$ cat src/rtl/bc_link_ctrl.sv
// Serial link engine: pops words from the incoming FIFO, exchanges each with Avoidance
// over a mode-0 SPI-style frame (MSB first), and pushes the received word to the outgoing FIFO.
module bc_link_ctrl #(
  parameter int unsigned DATA_W  = 16,
  parameter int unsigned CLK_DIV = 4
) (
  input  logic              clk,
  input  logic              rst,
  input  logic              link_en,
  input  logic              fifo_empty,
  output logic              fifo_rd_en,
  input  logic [DATA_W-1:0] fifo_dout,
  input  logic              rx_full,
  output logic              rx_wr_en,
  output logic [DATA_W-1:0] rx_data,
  output logic              sck,
  output logic              cs_n,
  output logic              to_avoid,
  input  logic              from_avoid,
  output logic              busy
);

  localparam int unsigned CNT_W = (CLK_DIV > 1) ? $clog2(CLK_DIV) : 1;
  localparam int unsigned BIT_W = (DATA_W > 1) ? $clog2(DATA_W) : 1;

  typedef enum logic [2:0] {
    IDLE,
    FETCH,
    LOAD,
    SHIFT,
    DONE,
    WAIT_RX
  } state_t;

  state_t            state_q, state_d;
  logic [CNT_W-1:0]  div_cnt_q, div_cnt_d;
  logic [BIT_W-1:0]  bit_cnt_q, bit_cnt_d;
  logic [DATA_W-1:0] tx_shift_q, tx_shift_d;
  logic [DATA_W-1:0] rx_shift_q, rx_shift_d;
  logic [DATA_W-1:0] rx_data_q, rx_data_d;
  logic              fifo_rd_en_q, fifo_rd_en_d;
  logic              rx_wr_en_q, rx_wr_en_d;
  logic              sck_q, sck_d;
  logic              cs_n_q, cs_n_d;
  logic              to_avoid_q, to_avoid_d;
  logic              busy_q, busy_d;
  logic              div_wrap;

  always_comb begin
    state_d      = state_q;
    div_cnt_d    = div_cnt_q;
    bit_cnt_d    = bit_cnt_q;
    tx_shift_d   = tx_shift_q;
    rx_shift_d   = rx_shift_q;
    rx_data_d    = rx_data_q;
    fifo_rd_en_d = 1'b0;
    rx_wr_en_d   = 1'b0;
    sck_d        = sck_q;
    cs_n_d       = cs_n_q;
    to_avoid_d   = to_avoid_q;
    div_wrap     = (div_cnt_q == CNT_W'(CLK_DIV - 1));

    unique case (state_q)
      IDLE: begin
        if (link_en && !fifo_empty && !rx_full) begin
          state_d      = FETCH;
          fifo_rd_en_d = 1'b1;
        end
      end
      FETCH: begin
        state_d = LOAD;
        cs_n_d  = 1'b0;
      end
      LOAD: begin
        state_d    = SHIFT;
        tx_shift_d = fifo_dout;
        to_avoid_d = fifo_dout[DATA_W-1];
        sck_d      = 1'b0;
        div_cnt_d  = '0;
        bit_cnt_d  = '0;
      end
      SHIFT: begin
        if (!div_wrap) begin
          div_cnt_d = div_cnt_q + 1'b1;
        end else begin
          div_cnt_d = '0;
          sck_d     = !sck_q;
          if (!sck_q) begin
            rx_shift_d = {rx_shift_q[DATA_W-2:0], from_avoid};
          end else begin
            tx_shift_d = tx_shift_q << 1;
            to_avoid_d = tx_shift_q[DATA_W-2];
            bit_cnt_d  = bit_cnt_q + 1'b1;
            if (bit_cnt_q == BIT_W'(DATA_W - 1)) begin
              // Outputs are registered, so the DONE-cycle write is decided here.
              state_d    = DONE;
              cs_n_d     = 1'b1;
              to_avoid_d = 1'b0;
              rx_data_d  = rx_shift_q;
              rx_wr_en_d = !rx_full;
            end
          end
        end
      end
      DONE: begin
        // A write already issued on entry means the word is delivered.
        state_d = rx_wr_en_q ? IDLE : WAIT_RX;
      end
      WAIT_RX: begin
        if (!rx_full) begin
          rx_wr_en_d = 1'b1;
          state_d    = IDLE;
        end
      end
      default: state_d = IDLE;
    endcase

    busy_d = (state_d != IDLE);
  end

  always_ff @(posedge clk or posedge rst) begin
    if (rst) begin
      state_q      <= IDLE;
      div_cnt_q    <= '0;
      bit_cnt_q    <= '0;
      tx_shift_q   <= '0;
      rx_shift_q   <= '0;
      rx_data_q    <= '0;
      fifo_rd_en_q <= 1'b0;
      rx_wr_en_q   <= 1'b0;
      sck_q        <= 1'b0;
      cs_n_q       <= 1'b1;
      to_avoid_q   <= 1'b0;
      busy_q       <= 1'b0;
    end else begin
      state_q      <= state_d;
      div_cnt_q    <= div_cnt_d;
      bit_cnt_q    <= bit_cnt_d;
      tx_shift_q   <= tx_shift_d;
      rx_shift_q   <= rx_shift_d;
      rx_data_q    <= rx_data_d;
      fifo_rd_en_q <= fifo_rd_en_d;
      rx_wr_en_q   <= rx_wr_en_d;
      sck_q        <= sck_d;
      cs_n_q       <= cs_n_d;
      to_avoid_q   <= to_avoid_d;
      busy_q       <= busy_d;
    end
  end

  assign fifo_rd_en = fifo_rd_en_q;
  assign rx_wr_en   = rx_wr_en_q;
  assign rx_data    = rx_data_q;
  assign sck        = sck_q;
  assign cs_n       = cs_n_q;
  assign to_avoid   = to_avoid_q;
  assign busy       = busy_q;

endmodule

$ cat config.mk
export PLATFORM = sky130hd
export DESIGN_NAME = bc_link_ctrl
export DESIGN_NICKNAME = d
export VERILOG_FILES = /design/src/rtl/bc_link_ctrl.sv
export SDC_FILE = /design/constraint.sdc
export NUM_CORES = 1
export LEC_CHECK = 0
export ABC_AREA = 1
export ABC_CLOCK_PERIOD_IN_PS = 1950
export CORE_MARGIN = 4
export CORE_UTILIZATION = 56
export DETAILED_ROUTE_END_ITERATION = 16
export DONT_BUFFER_PORTS = 1
export GPL_ROUTABILITY_DRIVEN = 0
export HOLD_SLACK_MARGIN = 0.08
export PLACE_DENSITY_LB_ADDON = 0.1
export RECOVER_POWER = 100
export SLEW_MARGIN = 30
export SYNTH_ARGS = -nofsm -noshare
export SYNTH_HDL_FRONTEND = slang
export SYNTH_SLANG_ARGS = --single-unit
$ cat constraint.sdc
create_clock -name clk -period 1.95 [get_ports clk]
set_clock_uncertainty 0.2 [all_clocks]
set_input_delay 0.2925 -clock clk [delete_from_list [all_inputs] [get_ports clk]]
set_output_delay 0.2925 -clock clk [all_outputs]
set_load 0.01 [all_outputs]
# Yosys cells after proc, flatten, opt, wreduce, memory -nomap -nowiden
# Cells that the tools add are included.
[totals]
word_cells = 71
out_inout_bits = 22
reg_bits = 62
[op_classes]
add_sub_neg = 2
bitwise_logic = 1
eq_ne = 10
n_reduce_logical = 14
muxes = 32
[op_table]
columns = ["cell", "count"]
rows = [
  ["15-bit two-way mux", 2],
  ["15-bit case mux with 2 select lines", 1],
  ["3-bit two-way mux", 6],
  ["3-bit case mux with 6 select lines", 1],
  ["1-bit two-way mux", 13],
  ["4-bit two-way mux", 2],
  ["1-bit case mux with 2 select lines", 4],
  ["4-bit case mux with 2 select lines", 1],
  ["4-bit AND reduction", 2],
  ["3-bit by 2-bit == test with 1-bit output (second input constant)", 2],
  ["3-bit == test (second input constant)", 2],
  ["2-bit != test (second input constant)", 3],
  ["3-bit AND reduction", 2],
  ["4-bit by 1-bit adder with 4-bit output (second input constant)", 1],
  ["4-bit == test (second input constant)", 1],
  ["2-bit case mux with 2 select lines", 1],
  ["2-bit nonzero test", 2],
  ["3-bit by 1-bit == test with 1-bit output (second input constant)", 1],
  ["1-bit logical NOT", 3],
  ["3-bit logical NOT", 1],
  ["3-bit nonzero test", 1],
  ["2-bit by 1-bit adder with 2-bit output (second input constant)", 1],
  ["2-bit == test (second input constant)", 1],
  ["1-bit logical AND", 2],
  ["3 further kinds", 3],
]

# Depth between registers and ports, before layout
# Gate-level depths: netlist (run 1).
[depth]
word_depth = 6
mapped_depth = 10

# Least setup slack after synthesis (run 1)
# OpenSTA, ideal clock, no wires.
[synth_path]
path_kind = "register to register"
start = "register div_cnt_q[0]"
end = "register rx_data_q[0], in the netlist rx_data[0]"
path_slack_ps = 214
setup_ps = 118
arrival_time_ps = 1418
stages_incl_launch_ff = 10
path_cell_list = "dfrtp_1 ha_1 nand2_1 nor2_2 nand2_2 inv_2 nand2_4 buf_6 nand2_2 o21ai_2"
[synth_between]
elab_chain_cells = 2
[synth_lines]
columns = ["item", "line_no", "rtl"]
rows = [
  ["start, declared", "36", "logic [CNT_W-1:0] div_cnt_q, div_cnt_d;"],
  ["start signal, assigned", "137", "div_cnt_q <= div_cnt_d;"],
  ["2-bit == test", "61", "div_wrap = (div_cnt_q == CNT_W'(CLK_DIV - 1));"],
  ["4-bit AND reduction (no source line)", "--", ""],
  ["end signal, assigned", "141", "rx_data_q <= rx_data_d;"],
  ["end, declared", "40", "logic [DATA_W-1:0] rx_data_q, rx_data_d;"],
]
# No other way between the ends.
# A chain may end at the register's enable or synchronous reset.

# Worst setup path after layout (run 1)
[layout_path]
start = "register div_cnt_q[0]"
end = "register rx_data_q[10], in the netlist rx_data[10]"
# Same word-level chain as after synthesis.

==> summary.md, run 1 <==
| Metric | Value |
|---|---|
| Status | `complete, no violations` |
| DR DRC count | `0` |
| Vert. Die Dim | `79.1 µm` |
| Final worst slack | `134 ps` |
| Yosys Warn Count | `0` |
| Final TNS setup | `0 ps` |
| Max-slew violation count | `0` |
| Routed wire per std cell | `around 13 µm` |
| Peak VDD IR | `0.605 mV` |
| Startpoint Class | `flop` |
| CP delay by family, top | `simple AND/OR/NAND/NOR gates` |
| Crit-path slowest cell | `dfrtp_1` |
| Post-CTS Setup Bufs | `0` |
| Post-route antenna net violation count | `0` |
| Finished Layout Cells | `414` |
| CP most frequent cell | `nand2_1` |
| Fmax | `551 MHz` |
| CTS Sinks | `62` |
| Num CTS Buffers | `9` |
| Initial antenna violation count | `0` |
| I/O Pins | `44` |
| Min-Delay Path Depth | `2` |
| Leading cell types in the layout, fill and taps excluded | `nand2_1, dfrtp_1, inv_1` |
| Final period utilization | `0.931` |
| Worst-Skew Late Latency | `between 300 and 400 ps` |
| FF+latch count, synth | `62` |
| CP Data Arrival Time | `1830 ps` |
| Commonest non-fill, non-tap cell in the layout | `nand2_1` |
| Max Cap Viol | `0` |
| Syn-to-layout area delta | `15.2%` |
| CORE AREA | `slightly below 5000 µm²` |
| Die area | `6260 µm²` |
| First-pass GRT wire length | `9.12 mm` |
| Final min period | `1820 ps` |
| CTS max path bufs | `2` |
| Initial core utilization | `0.588` |
| Antenna cells | `0` |
| Die W | `79.1 µm` |
| Gate Count Post-Synth | `315` |
| Grt ovf | `0` |
| CTS tree | `yes` |
| WP data required | `1960 ps` |
| # setup viols final | `0` |
| Pre-CTS setup slack | `27.9 ps` |
| Layout Nets | `366` |
| Num rows | `25` |
| HPWL after detailed placement | `3.46 mm` |
| Fillers | `408` |
| Hold Crit Class | `flop to flop` |
| CTS clock-pin slew for the worst setup and hold paths | `70 ps` |
| Fin area | `3260 µm²` |
| CP Cell Sequence | `ha_1 > nand2_1 > nor2_2 > nand2_2 > inv_2 > nand2_8 > nand2_1 > o21ai_2` |
| Cells after DPL | `between 300 and 400` |
| Pwr dens | `1270 nW/µm²` |
| Netlist cell types | `28` |
| DP Area | `2900 µm²` |
| Syn_nets | `between 300 and 400` |
| Netlist Area Pre-Place | `2830 µm²` |
| Number of port buffers | `0` |
| R2R setup slack | `130 ps` |
| Vias | `2044` |
| Synth Area per Inst | `8.98 µm²` |
| Share of cells above drive strength 1 | `0.193` |
| WP depth | `8` |
| GRT Total Usage | `0.187` |
| Vias in the first global route | `1987` |
| Hold Vio Cnt, Final | `0` |
| Drt pass-1 iters | `4` |
| Root Driver | `clkbuf_8` |
| Slowest stage delay, CP | `420 ps` |
| Crit Path Category | `flop to flop` |
| Post-Route WL | `5.25 mm` |
| CP endpoint kind | `flop` |
| R2R cell count | `8` |
| Slew @ Worst Pin | `939 ps` |
| Vias per cell | `4.94` |
| Seq/Total Area, Yosys | `0.549` |
| RSZ-0062 raised after global routing | `false` |
| Lkg Pwr | `~1.6 nW` |
| CP bufs+invs | `1` |
| H-tree depth | `3` |
| Worst-path maximum fanout | `31` |
| Power, Total | `0.00413 W` |
| Largest net degree at the start of global routing | `34` |
| Worst slew margin | `0.371` |
| Number of DRC markers in iteration 0 | `146` |
[power by group]
group / switching (W) / internal, W / total, W / leakage, nW
logic: 0.000818 / 0.000456 / 0.00127 / 0.709
registers: 0.000199 / 0.00158 / 0.00178 / 0.815
clock network: 0.000487 / 0.000585 / 0.00107 / 0.0883
total: 0.00150 / 0.00262 / 0.00413 / 1.61
[sequential cells by signal (all words and copies together), names as in the netlist]
signal and flops:
rx_data 16, rx_shift_q 16, tx_shift_q 15, bit_cnt_q 4
state_q 3, div_cnt_q 2, busy 1, cs_n 1
fifo_rd_en 1, rx_wr_en 1, sck 1, to_avoid 1
[layout make-up]
cell class / instances / area (µm²) / area share
Clock buffer: 10 / 128 / 0.0392
Timing Repair Buffer: 27 / 256 / 0.0787
Inverter: 32 / 125 / 0.0384
Sequential cell: 62 / 1550 / 0.476
Tap cell: 67 / 83.8 / 0.0257
Multi-Input combinational cell: 210 / 1050 / 0.322
Clock inverter: 6 / 62.6 / 0.0192
[kinds of logic after synthesis]
group                      Yosys count  synth area share
AOI/OAI and AO/OA                   41             0.104
adders and majority gates            2           0.00884
buffers and inverters               43            0.0760
DFF                                 62             0.549
and+or+nand+nor                    167             0.262
[path summary, 6_finish.rpt]
kind | from | to
max | div_cnt_q[0] | rx_data[10]
min | tx_shift_q[7] | tx_shift_q[7]
max reg2reg | div_cnt_q[0] | rx_data[10]
min reg2reg | tx_shift_q[7] | tx_shift_q[7]
max in group asynchronous | rst | cs_n
min in group asynchronous | rst | tx_shift_q[8]
[stage by stage]
stage | util | hold WS (ps)
after global placement | 0.601 | 25.8
after floorplan | - | 156
final | 0.677 | 277
after global routing | 0.677 | 294
after detailed placement | 0.601 | 20.1
after CTS | 0.684 | 273
[Yosys cell counts (all sizes together)]
master | number | area (µm²)
a21oi | 5 | 36.3
a22o | 1 | 8.76
buf | 10 | 87.6
clkbuf | 1 | 3.75
clkinv | 1 | 5.00
dfrtp | 61 | 1530
dfstp | 1 | 26.3
ha | 2 | 25.0
inv | 31 | 119
nand2 | 138 | 588
nand3 | 14 | 75.1
nand4 | 4 | 25.0
nor2 | 10 | 47.6
o21a | 1 | 7.51
o21ai | 33 | 221
o31ai | 1 | 21.3
or2 | 1 | 6.26
[repair_timing]
item / 4_1_cts / 5_1_grt
hold buffers: 21 / 0
setup endpoints to repair: 0 / 16
endpoints found under the hold margin: 81 / 0
resized for setup: 0 / 1
[tightest hold or removal path: stages, from the launching register on]
cell	delay [ps]
dfrtp_1	340
nand2_1	50
nand2_1	50
[layer usage]
| layer | GRT usage | share of wire | vias to the layer above |
|---|---|---|---|
| li1 | - | - | 1042 |
| met1 | 0.247 | 0.47 | 942 |
| met2 | 0.292 | 0.47 | 48 |
| met3 | 0.0476 | 0.048 | 12 |
| met4 | 0.0859 | 0.021 | 0 |
| met5 | 0 | 0 | - |
Power figures use the tool's default switching activity.
==> run 2: changes to the inputs <==
CTS_BUF_LIST = sky130_fd_sc_hd__clkbuf_16   (was unset)
==> run 2 against run 1 <==
Effect of this change: sequential power about the same; via count up 1.0%; global-route usage up 0.64 points; hold slack about the same; combinational power about the same; die area unchanged; core utilization up 2.5 points; routed wire length up 2.2%; largest cell class unchanged; largest power group unchanged; highest routed layer unchanged.
==> summary.md, run 2 (synthesized netlist as in run 1, its figures left out) <==
| Metric | Value |
|---|---|
| Worst-path maximum fanout | `31` |
| CTS Sinks | `62` |
| Fmax | `547 MHz` |
| Share of cells above drive strength 1 | `0.210` |
| Num rows | `25` |
| Hold Crit Class | `flop to flop` |
| CP delay by family, top | `simple AND/OR/NAND/NOR gates` |
| CP endpoint kind | `flop` |
| WP data required | `1960 ps` |
| Peak VDD IR | `about 0.63 mV` |
| CTS tree | `yes` |
| DR DRC count | `0` |
| Crit-path slowest cell | `dfrtp_1` |
| Max Cap Viol | `0` |
| # setup viols final | `0` |
| Crit Path Category | `flop to flop` |
| Vias per cell | `roughly 5` |
| Vert. Die Dim | `79.1 µm` |
| Routed wire per std cell | `13.0 µm` |
| Number of DRC markers in iteration 0 | `100` |
| Worst-Skew Late Latency | `330 ps` |
| CP Cell Sequence | `ha_1 > nand2_1 > nor2_2 > nand2_2 > inv_2 > nand2_8 > nand2_1 > o21ai_2` |
| Num CTS Buffers | `9` |
| Final period utilization | `0.937` |
| Antenna cells | `0` |
| Post-Route WL | `5.36 mm` |
| Drt pass-1 iters | `4` |
| Root Driver | `clkbuf_16` |
| Number of port buffers | `0` |
| Vias | `2065` |
| CORE AREA | `4820 µm²` |
| CP Data Arrival Time | `between 1500 and 2000 ps` |
| Pwr dens | `1360 nW/µm²` |
| Slowest stage delay, CP | `410 ps` |
| Final min period | `1830 ps` |
| Status | `complete, no violations` |
| GRT Total Usage | `0.194` |
| Post-route antenna net violation count | `0` |
| Largest net degree at the start of global routing | `34` |
| Max-slew violation count | `0` |
| Initial core utilization | `0.588` |
| Leading cell types in the layout, fill and taps excluded | `nand2_1, dfrtp_1, inv_1` |
| RSZ-0062 raised after global routing | `false` |
| Power, Total | `~0.0046 W` |
| Hold Vio Cnt, Final | `0` |
| H-tree depth | `3` |
| Vias in the first global route | `1995` |
| Syn-to-layout area delta | `19.5%` |
| Final TNS setup | `0 ps` |
| Grt ovf | `0` |
| HPWL after detailed placement | `about 3.5 mm` |
| CP bufs+invs | `1` |
| CP most frequent cell | `nand2_1` |
| CTS max path bufs | `2` |
| I/O Pins | `between 40 and 50` |
| Lkg Pwr | `around 1.7 nW` |
| Commonest non-fill, non-tap cell in the layout | `nand2_1` |
| Die area | `6260 µm²` |
| Layout Nets | `366` |
| Initial antenna violation count | `0` |
| Fillers | `386` |
| Die W | `79.1 µm` |
| Startpoint Class | `flop` |
| Slew @ Worst Pin | `just over 1000 ps` |
| CTS clock-pin slew for the worst setup and hold paths | `50 ps` |
| First-pass GRT wire length | `9.27 mm` |
| Worst slew margin | `0.320` |
## run 2: routing by layer
metal	vias to the layer above	GRT usage	part of all wire
li1	1043	-	-
met1	958	0.255	0.45
met2	50	0.296	0.47
met3	14	0.0465	0.056
met4	0	0.105	0.019
met5	-	0	0
## run 2: power by group
part / switching (W) / internal (W) / leakage, nW
sequential: 0.000198 / 0.00158 / 0.815
clock: 0.000548 / 0.000977 / 0.139
combinational: 0.000831 / 0.000455 / 0.714
## run 2: stage by stage
stage / worst slack (ps) / cells / cell area (µm²) / hold slack [ps] / utilization
global placement: 104 / 377 / 2900 / 25.8 / 0.601
global route: 1.72 / 414 / 3380 / 289 / 0.702
floorplan: 214 / 315 / 2830 / 156 / -
finish: 123 / 414 / 3380 / 277 / 0.702
detailed placement: 27.9 / 377 / 2900 / 20.1 / 0.601
CTS: 12.8 / 414 / 3400 / 275 / 0.705
## run 2: worst reg2reg max path, stage by stage (launching register included)
cell,delay [ps]
dfrtp_1,410
ha_1,190
nand2_1,130
nor2_2,200
nand2_2,90
inv_2,110
nand2_8,180
nand2_1,140
o21ai_2,60
## run 2: area by class of cell
class,instances,area [µm²],area share
Clock buffer,9,225,0.0666
Clock inverter,7,66.3,0.0196
Inverter,32,125,0.0370
Multi-Input combinational cell,210,1060,0.314
Sequential cell,62,1550,0.459
Tap cell,67,83.8,0.0248
Timing Repair Buffer,27,265,0.0784
## run 2: timing repair
action                                  4_1_cts  5_1_grt
hold endpoints to repair                     81        0
hold buffers                                 21        0
endpoints found under the setup margin        0       16
buffers inserted                              0        0
gates resized for setup                       0        1
## run 2: final timing paths
| check | startpoint | to | slack, ps | depth (start not counted) |
|---|---|---|---|---|
| hold reg to reg | tx_shift_q[7] | tx_shift_q[7] | 280 | 2 |
| min in group asynchronous | rst | rx_data[1] | 410 | 2 |
| hold / removal | tx_shift_q[7] | tx_shift_q[7] | 280 | 2 |
| setup reg to reg | div_cnt_q[0] | rx_data[10] | 120 | 8 |
| max in group asynchronous | rst | bit_cnt_q[2] | 330 | 3 |
| setup / recovery | div_cnt_q[0] | rx_data[10] | 120 | 8 |
==> run 3: changes to the inputs <==
CORE_UTILIZATION = 59   (was 56)
CTS_BUF_LIST = sky130_fd_sc_hd__clkbuf_8   (was sky130_fd_sc_hd__clkbuf_16)
==> run 3 against run 2 <==
Effect of this change: flip-flop and latch count is the same; hold slack lost 16 ps; total power shrank 5.8%; combinational power is essentially flat; first-iteration DRC count grew 29%; register-to-register slack gained 60 ps; routed wire length shrank 3.7%; sequential power is essentially flat.
==> summary.md, run 3 (synthesized netlist as in run 1, its figures left out) <==
| Metric | Value |
|---|---|
| R2r endpoint | `bit_cnt_q[3]` |
| Post-Route WL | `5.17 mm` |
| Worst slew margin | `0.581` |
| Hold Crit Class | `input pin to async pin` |
| CORE AREA | `4500 µm²` |
| Vert. Die Dim | `77.3 µm` |
| CTS max path bufs | `2` |
| Vias per cell | `5.10` |
| Largest net degree at the start of global routing | `51` |
| Worst-path maximum fanout | `2` |
| FF-to-FF Start | `div_cnt_q[0]` |
| RSZ-0062 raised after global routing | `false` |
| Number of DRC markers in iteration 0 | `129` |
| CTS clock-pin slew for the worst setup and hold paths | `70 ps` |
| Post-route antenna net violation count | `0` |
| Num rows | `24` |
| Routed wire per std cell | `12.8 µm` |
| CTS Sinks | `62` |
| R2R setup slack | `180 ps` |
| Lkg Pwr | `between 1.5 and 2 nW` |
| Max-slew violation count | `0` |
| Pwr dens | `approximately 1300 nW/µm²` |
| Final TNS setup | `0 ps` |
| Fin Hold WS | `261 ps` |
| Number of port buffers | `0` |
| Antenna cells | `0` |
| Vias in the first global route | `2006` |
| Initial core utilization | `0.628` |
| Peak VDD IR | `0.911 mV` |
| Final period utilization | `0.917` |
| R2R cell count | `6` |
| CP Data Arrival Time | `~1800 ps` |
| WP data required | `1970 ps` |
| CP endpoint kind | `flop` |
| Layout Nets | `370` |
| Hold Vio Cnt, Final | `0` |
| Startpoint Class | `input pin` |
| Commonest non-fill, non-tap cell in the layout | `nand2_1` |
| Post-CTS Setup Bufs | `0` |
| Initial antenna violation count | `0` |
| Syn-to-layout area delta | `16.7%` |
| Status | `complete, no violations` |
| First-pass GRT wire length | `9.34 mm` |
| Die area | `5970 µm²` |
| Fmax | `about 560 MHz` |
| Worst-Skew Late Latency | `between 300 and 400 ps` |
| I/O Pins | `44` |
| DR DRC count | `0` |
| Drt pass-1 iters | `4` |
| Fillers | `350` |
| Slew @ Worst Pin | `625 ps` |
| Vias | `2055` |
| # setup viols final | `0` |
| Max Cap Viol | `0` |
| GRT Total Usage | `0.199` |
| Die W | `~77 µm` |
| Final min period | `1790 ps` |
| CTS tree | `yes` |
| Num CTS Buffers | `9` |
| HPWL after detailed placement | `3.32 mm` |
| Crit Path Category | `input pin to flop` |
| Leading cell types in the layout, fill and taps excluded | `nand2_1, dfrtp_1, inv_1` |
| Share of cells above drive strength 1 | `0.188` |
| Grt ovf | `0` |
| Root Driver | `clkbuf_8` |
| H-tree depth | `3` |
[run 3: cell type report]
class,instances,area [µm²],area share
Clock buffer,10,138,0.0417
Clock inverter,6,85.1,0.0258
Inverter,32,123,0.0371
Multi-Input combinational cell,210,1030,0.311
Sequential cell,62,1550,0.470
Tap cell,52,65.1,0.0197
Timing Repair Buffer,31,312,0.0943
[run 3: layer usage]
layer  global-route usage  vias up  part of all wire
met4               0.0943        0             0.016
met3               0.0527        8             0.056
met1                0.260      950              0.46
met5                    0        -                 0
li1                     -     1045                 -
met2                0.309       52              0.46
[run 3: how the worst max path moves through the flow]
stage	to	cells after the start	startpoint	slack, ps
6_report	busy	7	fifo_empty	160
5_1_grt	rx_data[0]	9	bit_cnt_q[0]	30
4_1_cts	busy	7	fifo_empty	170
3_5_place_dp	rx_data[4]	9	div_cnt_q[0]	190
3_3_place_gp	rx_data[3]	9	div_cnt_q[0]	240
2_1_floorplan	rx_data[0]	9	div_cnt_q[0]	210
[run 3: critical path, cell delays in order]
cell           delay [ps]
dlygate4sd3_1         530
nor2_1                 40
dlygate4sd3_1         550
nand3_1                90
nand3_1                90
nor2_1                150
nand2_1                70
[run 3: power breakdown]
part / switching [W] / internal, W / total, W
logic: 0.000826 / 0.000486 / 0.00131
clock network: 0.000496 / 0.000749 / 0.00125
registers: 0.000189 / 0.00158 / 0.00177
total: 0.00151 / 0.00282 / 0.00433
[run 3: repair_timing]
action                     4_1_cts  5_1_grt
hold buffers                    21        0
setup endpoints to repair        0        0
gates resized for setup          0        0
hold endpoints to repair        82        0
[run 3: metrics by stage]
step                area (µm²)   util  std cells  setup slack (ps)  power [W]
floorplan                 2830      -        315               214    0.00283
global placement          2930  0.651        366               238    0.00306
detailed placement        2930  0.651        366               191    0.00310
CTS                       3370  0.747        403               173    0.00440
global route              3300  0.733        403              28.4    0.00467
finish                    3300  0.733        403               162    0.00433
==> edit 1 (settings of run 2) <==
Set the parameter `CLK_DIV` to 8 (it was 4).
--- a/src/rtl/bc_link_ctrl.sv
+++ b/src/rtl/bc_link_ctrl.sv
@@ -2,7 +2,7 @@
 // over a mode-0 SPI-style frame (MSB first), and pushes the received word to the outgoing FIFO.
 module bc_link_ctrl #(
   parameter int unsigned DATA_W  = 16,
-  parameter int unsigned CLK_DIV = 4
+  parameter int unsigned CLK_DIV = 8
 ) (
   input  logic              clk,
   input  logic              rst,
Formal check against the unedited RTL: not equivalent (a bounded check fails within 10 cycles, from zero or initial values and one cycle with rst high).
==> edit 1 against run 2 <==
- total power fell by 4.3%
- worst hold slack got worse by 0.0091 ns
- worst setup slack got worse by 0.0033 ns
- sequential cell count rose by 1
- cell area fell by 2.7%
- synthesized area fell by 2.6%
- clock power fell by 4%
- routed wire length fell by 1.8%
- final cell count fell by 0.24%
- largest power group unchanged
- highest routed layer unchanged
==> edit 1: results (changes against run 2) <==
[finish]
fillers = 368  ; -4.7%
instances_no_fill = 413  ; -0.24%
nNetsFinal = 367  ; +0.27%
antenna_cells = 0  ; unchanged
drive_gt1_share_pct = 8.960  ; -12 points

[global_route]
grtUsageMet3_pct = 6.193  ; +1.5 points
grt_max_degree = 64  ; +88%
grt_usage_pct = 19.63  ; +0.25 points
antenna_found_initial = 0  ; unchanged
use_met1_pct = 24.02  ; -1.5 points
grt_pass1_wl_um = 9294  ; +0.30%
grt_pass1_vias = 2039  ; +2.2%
gr-usage-met2_pct = 31.08  ; +1.4 points

[setup_path]
cp-startpoint = fifo_empty
reg2reg_setup_slack_ns = 0.13
reg2reg_depth = 8  ; unchanged
crit_end = busy
rr_endpoint = rx_data[12]
timing.rr.start = div_cnt_q[0]
arrival_ns = 1.84
cp_max_fo = 2  ; -94%

[yosys]
synthArstFlopShare_pct = 100.0  ; unchanged
synth_cell_types = 23  ; -18%
synthTopCellsByArea = dfrtp_1 56%, nand2_1 18%, inv_1 3.7%
synth_top_cells_by_count = 132 x nand2_1, 62 x dfrtp_1, 27 x inv_1
syn_area_per_cell_sq_um = 8.723  ; -2.9%
ys_warn_count = 0  ; unchanged
ys.flop_type = dfrtp_1
ys_seq_area_share_pct = 57.24  ; +2.4 points
synth.net_count = 341  ; +0.59%

[min_path]
hold_class = flip-flop to flip-flop

[placed_design]
placedInstanceArea_sq_um = 2815  ; -2.8%
hpwl_um = 3391  ; -2.0%
portBuffers = 0  ; unchanged
dpl.cell_count = 377  ; unchanged

[clocking]
post-cts-setup-buffers = 0  ; unchanged
cts_resized = 0  ; unchanged
clk_latency_ns = 0.32
clockBufferDepth = 2  ; unchanged
htree_levels = 3  ; unchanged
cts_made_buffers = 9  ; unchanged
path_clk_slew_ns = 0.05  ; about the same
cts-root-buf = clkbuf_16

[route]
first_iter_violations = 90  ; -10%
viasPerCell = 4.923  ; -1.3%
wire_per_inst_um = 12.75  ; -1.6%
firstDrtPassIters = 4  ; unchanged
ant_nets = 0  ; unchanged

[power]
ir_drop_uv = 704.4  ; +13%
p_leak_nw = 1.641  ; -1.6%

[timing]
slew_headroom_pct = 45.96  ; +14 points
whs_ns = 0.2679  ; -0.009053 ns

[outcome]
status = finished, final reports clean

## edit 1: cells by family (layout without fill, tap and decap cells)
| family | Yosys count | after routing | share of synthesized area (%) |
|---|---|---|---|
| AND/OR/NAND/NOR | 163 | 163 | 24.92 |
| AO/OA/AOI/OAI | 44 | 44 | 8.670 |
| flip-flops | 63 | 63 | 57.24 |
| adder cells (fa/ha/maj) | 3 | 3 | 1.362 |
| buffers and inverters | 43 | 73 | 7.807 |
## edit 1: how the worst min path moves through the flow
stage / startpoint / end / cells past startpoint
2_1_floorplan: rx_full / rx_wr_en / 1
3_3_place_gp: rst / tx_shift_q[5] / 2
3_5_place_dp: rst / tx_shift_q[6] / 2
4_1_cts: div_cnt_q[0] / div_cnt_q[0] / 1
5_1_grt: div_cnt_q[0] / div_cnt_q[0] / 1
6_report: div_cnt_q[0] / div_cnt_q[0] / 1
## edit 1: final cells by class
cell class / count / share of cell area (%)
Inverter: 31 / 3.650
Clock inverter: 6 / 1.597
Sequential cell: 63 / 47.95
Tap cell: 67 / 2.548
Multi-Input combinational cell: 210 / 29.28
Timing Repair Buffer: 27 / 8.137
Clock buffer: 9 / 6.844
## edit 1: routing by layer
metal,wire [um],share of wire [%],up-vias
met4,76,1.4,0
met3,343,6.5,5
met2,2468,47,41
met5,0,0,-
met1,2378,45,943
li1,-,-,1044
## edit 1: stage by stage
step | total power [W] | util (%) | setup slack (ns)
floorplan | 0.002729 | - | 0.2290
global placement | 0.002888 | 59.21 | 0.1987
detailed placement | 0.002920 | 59.21 | 0.1375
CTS | 0.004440 | 69.47 | 0.1200
global route | 0.004727 | 69.21 | -0.009591
finish | 0.004396 | 69.21 | 0.1198
## edit 1: timing repair
item	CTS	global route
hold buffers	21	0
endpoints found under the setup margin	0	1
hold endpoints to repair	83	0
## edit 1: worst max-delay path, stage by stage
cell           delay [ns]
dlygate4sd3_1        0.52
nor2_1               0.05
dlygate4sd3_1        0.57
nand3_1              0.10
nand3_1              0.08
nor2_1               0.15
nand2_1              0.07
## edit 1: where the power goes
group          internal [W]  leakage [nW]  switching [W]
clock network      0.000963         0.140       0.000512
registers           0.00160         0.828       0.000189
logic              0.000422         0.673       0.000712
==> edit 2 (settings of run 2) <==
Made on the original files. `tx_shift_q`, `rx_shift_q` and `rx_data_q` no longer have a reset.
--- a/src/rtl/bc_link_ctrl.sv
+++ b/src/rtl/bc_link_ctrl.sv
@@ -123,9 +123,6 @@
       state_q      <= IDLE;
       div_cnt_q    <= '0;
       bit_cnt_q    <= '0;
-      tx_shift_q   <= '0;
-      rx_shift_q   <= '0;
-      rx_data_q    <= '0;
       fifo_rd_en_q <= 1'b0;
       rx_wr_en_q   <= 1'b0;
       sck_q        <= 1'b0;
@@ -136,9 +133,6 @@
       state_q      <= state_d;
       div_cnt_q    <= div_cnt_d;
       bit_cnt_q    <= bit_cnt_d;
-      tx_shift_q   <= tx_shift_d;
-      rx_shift_q   <= rx_shift_d;
-      rx_data_q    <= rx_data_d;
       fifo_rd_en_q <= fifo_rd_en_d;
       rx_wr_en_q   <= rx_wr_en_d;
       sck_q        <= sck_d;
@@ -146,6 +140,12 @@
       to_avoid_q   <= to_avoid_d;
       busy_q       <= busy_d;
     end
+  end
+
+  always_ff @(posedge clk) begin
+    tx_shift_q <= tx_shift_d;
+    rx_shift_q <= rx_shift_d;
+    rx_data_q  <= rx_data_d;
   end
 
   assign fifo_rd_en = fifo_rd_en_q;
Formal check against the unedited RTL: no difference found for any inputs over 10 cycles, from zero or initial values and one cycle with rst high; that may be too few to reach the edited logic, so the function may still have changed.
==> edit 2 against run 2 <==
- fmax fell by 0.38%
- global-route usage fell by 0.71 points
- cell area fell by 12%
- sequential cell count did not move
- critical path depth fell by 2
- via count fell by 32%
- synthesized area fell by 18%
- routed wire length fell by 20%
- worst setup slack got worse by 0.0069 ns
- total power rose by 0.84%
- critical path type unchanged
- largest power group unchanged
==> edit 2: results (changes against run 2) <==
[power]
pg_clk_w = 0.00177  ; +16%
ir_drop_uv = 833.8  ; +33%
swShare_pct = 27.04  ; -7.3 points
p_seq_w = 0.00199  ; +12%
power_frac_clock_pct = 38.3  ; +5.1 points
p_leak_nw = 1.251  ; -25%

[clocking]
clockBufferDepth = 2  ; unchanged
htree_levels = 3  ; unchanged
cts_hold_buf = 21  ; unchanged
cts-root-buf = clkbuf_16
post-cts-setup-buffers = 0  ; unchanged
path_clk_slew_ns = 0.05  ; about the same
cts_made_buffers = 9  ; unchanged
cts_resized = 0  ; unchanged

[global_route]
grt_pass1_wl_um = 7127  ; -23%
grt_pass1_vias = 1447  ; -27%
grt_max_degree = 20  ; -41%
grt_usage_pct = 18.68  ; -0.71 points
antenna_found_initial = 0  ; unchanged

[yosys]
synthTopCellsByArea = edfxtp_1 61%, dfrtp_1 15%, nand2_1 10%
synthMuxAreaShare_pct = 0  ; unchanged
synthAdderAreaFrac_pct = 1.074  ; +0.19 points
synth_compound_area_share_pct = 2.739  ; -7.7 points
syn_area_per_cell_sq_um = 12.73  ; +42%
synthArstFlopShare_pct = 24.19  ; -76 points
synth_cell_types = 22  ; -21%
synth_edf_count = 47  ; +47
synth_xor_area_share_pct = 0  ; unchanged
synth.net_count = 207  ; -39%
ys_warn_count = 0  ; unchanged
ys_seq_area_share_pct = 76.75  ; +22 points
synth_top_cells_by_count = 63 x nand2_1, 47 x edfxtp_1, 14 x dfrtp_1, 14 x inv_1, 10 x nor2_1

[min_path]
min-delay-start = rx_shift_q[15]
hold_class = flip-flop to flip-flop

[route]
firstDrtPassIters = 4  ; unchanged
routed_wl_um = 4298  ; -20%
first_iter_violations = 79  ; -21%
viasPerCell = 5.172  ; +3.7%

[timing]
worst_pin_slew_ns = 0.5714  ; -0.4429 ns
period_share_pct = 94.04  ; +0.35 points

[setup_path]
timing.rr.start = bit_cnt_q[0]
arrival_ns = 1.66  ; -0.17 ns
cp_max_fo = 16  ; -48%
cp-startpoint = bit_cnt_q[0]
reg2reg_setup_slack_ns = 0.12

[finish]
drive_gt1_share_pct = 13.00  ; -8.0 points
instances_no_fill = 273  ; -34%
fillers = 239  ; -38%

[placed_design]
hpwl_um = 2382  ; -31%
dpl.cell_count = 236  ; -37%
pre_cts_ws_ns = 0.1345  ; +0.1066 ns
portBuffers = 0  ; unchanged

[outcome]
status = finished, final reports clean

-- edit 2: changes by cell type after synthesis, sizes merged, moves of 2 or more --
cell | before | now
dfrtp | 61 | 14
buf | 10 | 2
edfxtp | 0 | 47
inv | 31 | 16
nor2 | 10 | 12
o21ai | 33 | 4
nand2 | 138 | 65
nand3 | 14 | 9
-- edit 2: worst paths after layout --
kind / depth (start not counted) / to
setup reg to reg: 6 / rx_data[15]
hold / removal: 0 / rx_data[15]
hold reg to reg: 0 / rx_data[15]
max in group asynchronous: 2 / rx_wr_en
setup / recovery: 6 / rx_data[15]
min in group asynchronous: 2 / div_cnt_q[1]
-- edit 2: cell type report --
class / instances / area (sq um) / area share [%]
multi-input cells: 103 / 471.7 / 15.77
well taps: 50 / 62.56 / 2.092
clock inverters: 7 / 112.6 / 3.766
flip-flops and latches: 62 / 1788 / 59.79
repair buffers: 26 / 270.3 / 9.038
inverters: 16 / 60.06 / 2.008
clock buffers: 9 / 225.2 / 7.531
-- edit 2: logic make-up after synthesis --
| kind of cell | Yosys count |
|---|---|
| fa+ha+maj | 2 |
| flops | 62 |
| simple gates | 91 |
| compound gates | 10 |
| buf+inv | 18 |
-- edit 2: through the flow --
stage	instance area [sq um]	hold slack, ns
after floorplan	2337	-0.006736
after global placement	2462	0.05308
after detailed placement	2462	0.07710
after CTS	3010	0.2277
after global routing	2990	0.2259
final	2990	0.2304
-- edit 2: layer usage --
layer	vias up	part of all wire, %	global-route usage, %
met5	-	0	0
met4	0	2.4	8.607
met3	9	4.9	6.510
met2	45	50	30.33
met1	668	43	22.49
li1	690	-	-
-- edit 2: worst max-delay path, cell delays in order (launching register included) --
cell and delay (ns):
dfrtp_1 0.42, ha_1 0.19, nand2_1 0.07, nor2_1 0.18, nand3_1 0.19, inv_1 0.14, buf_12 0.16
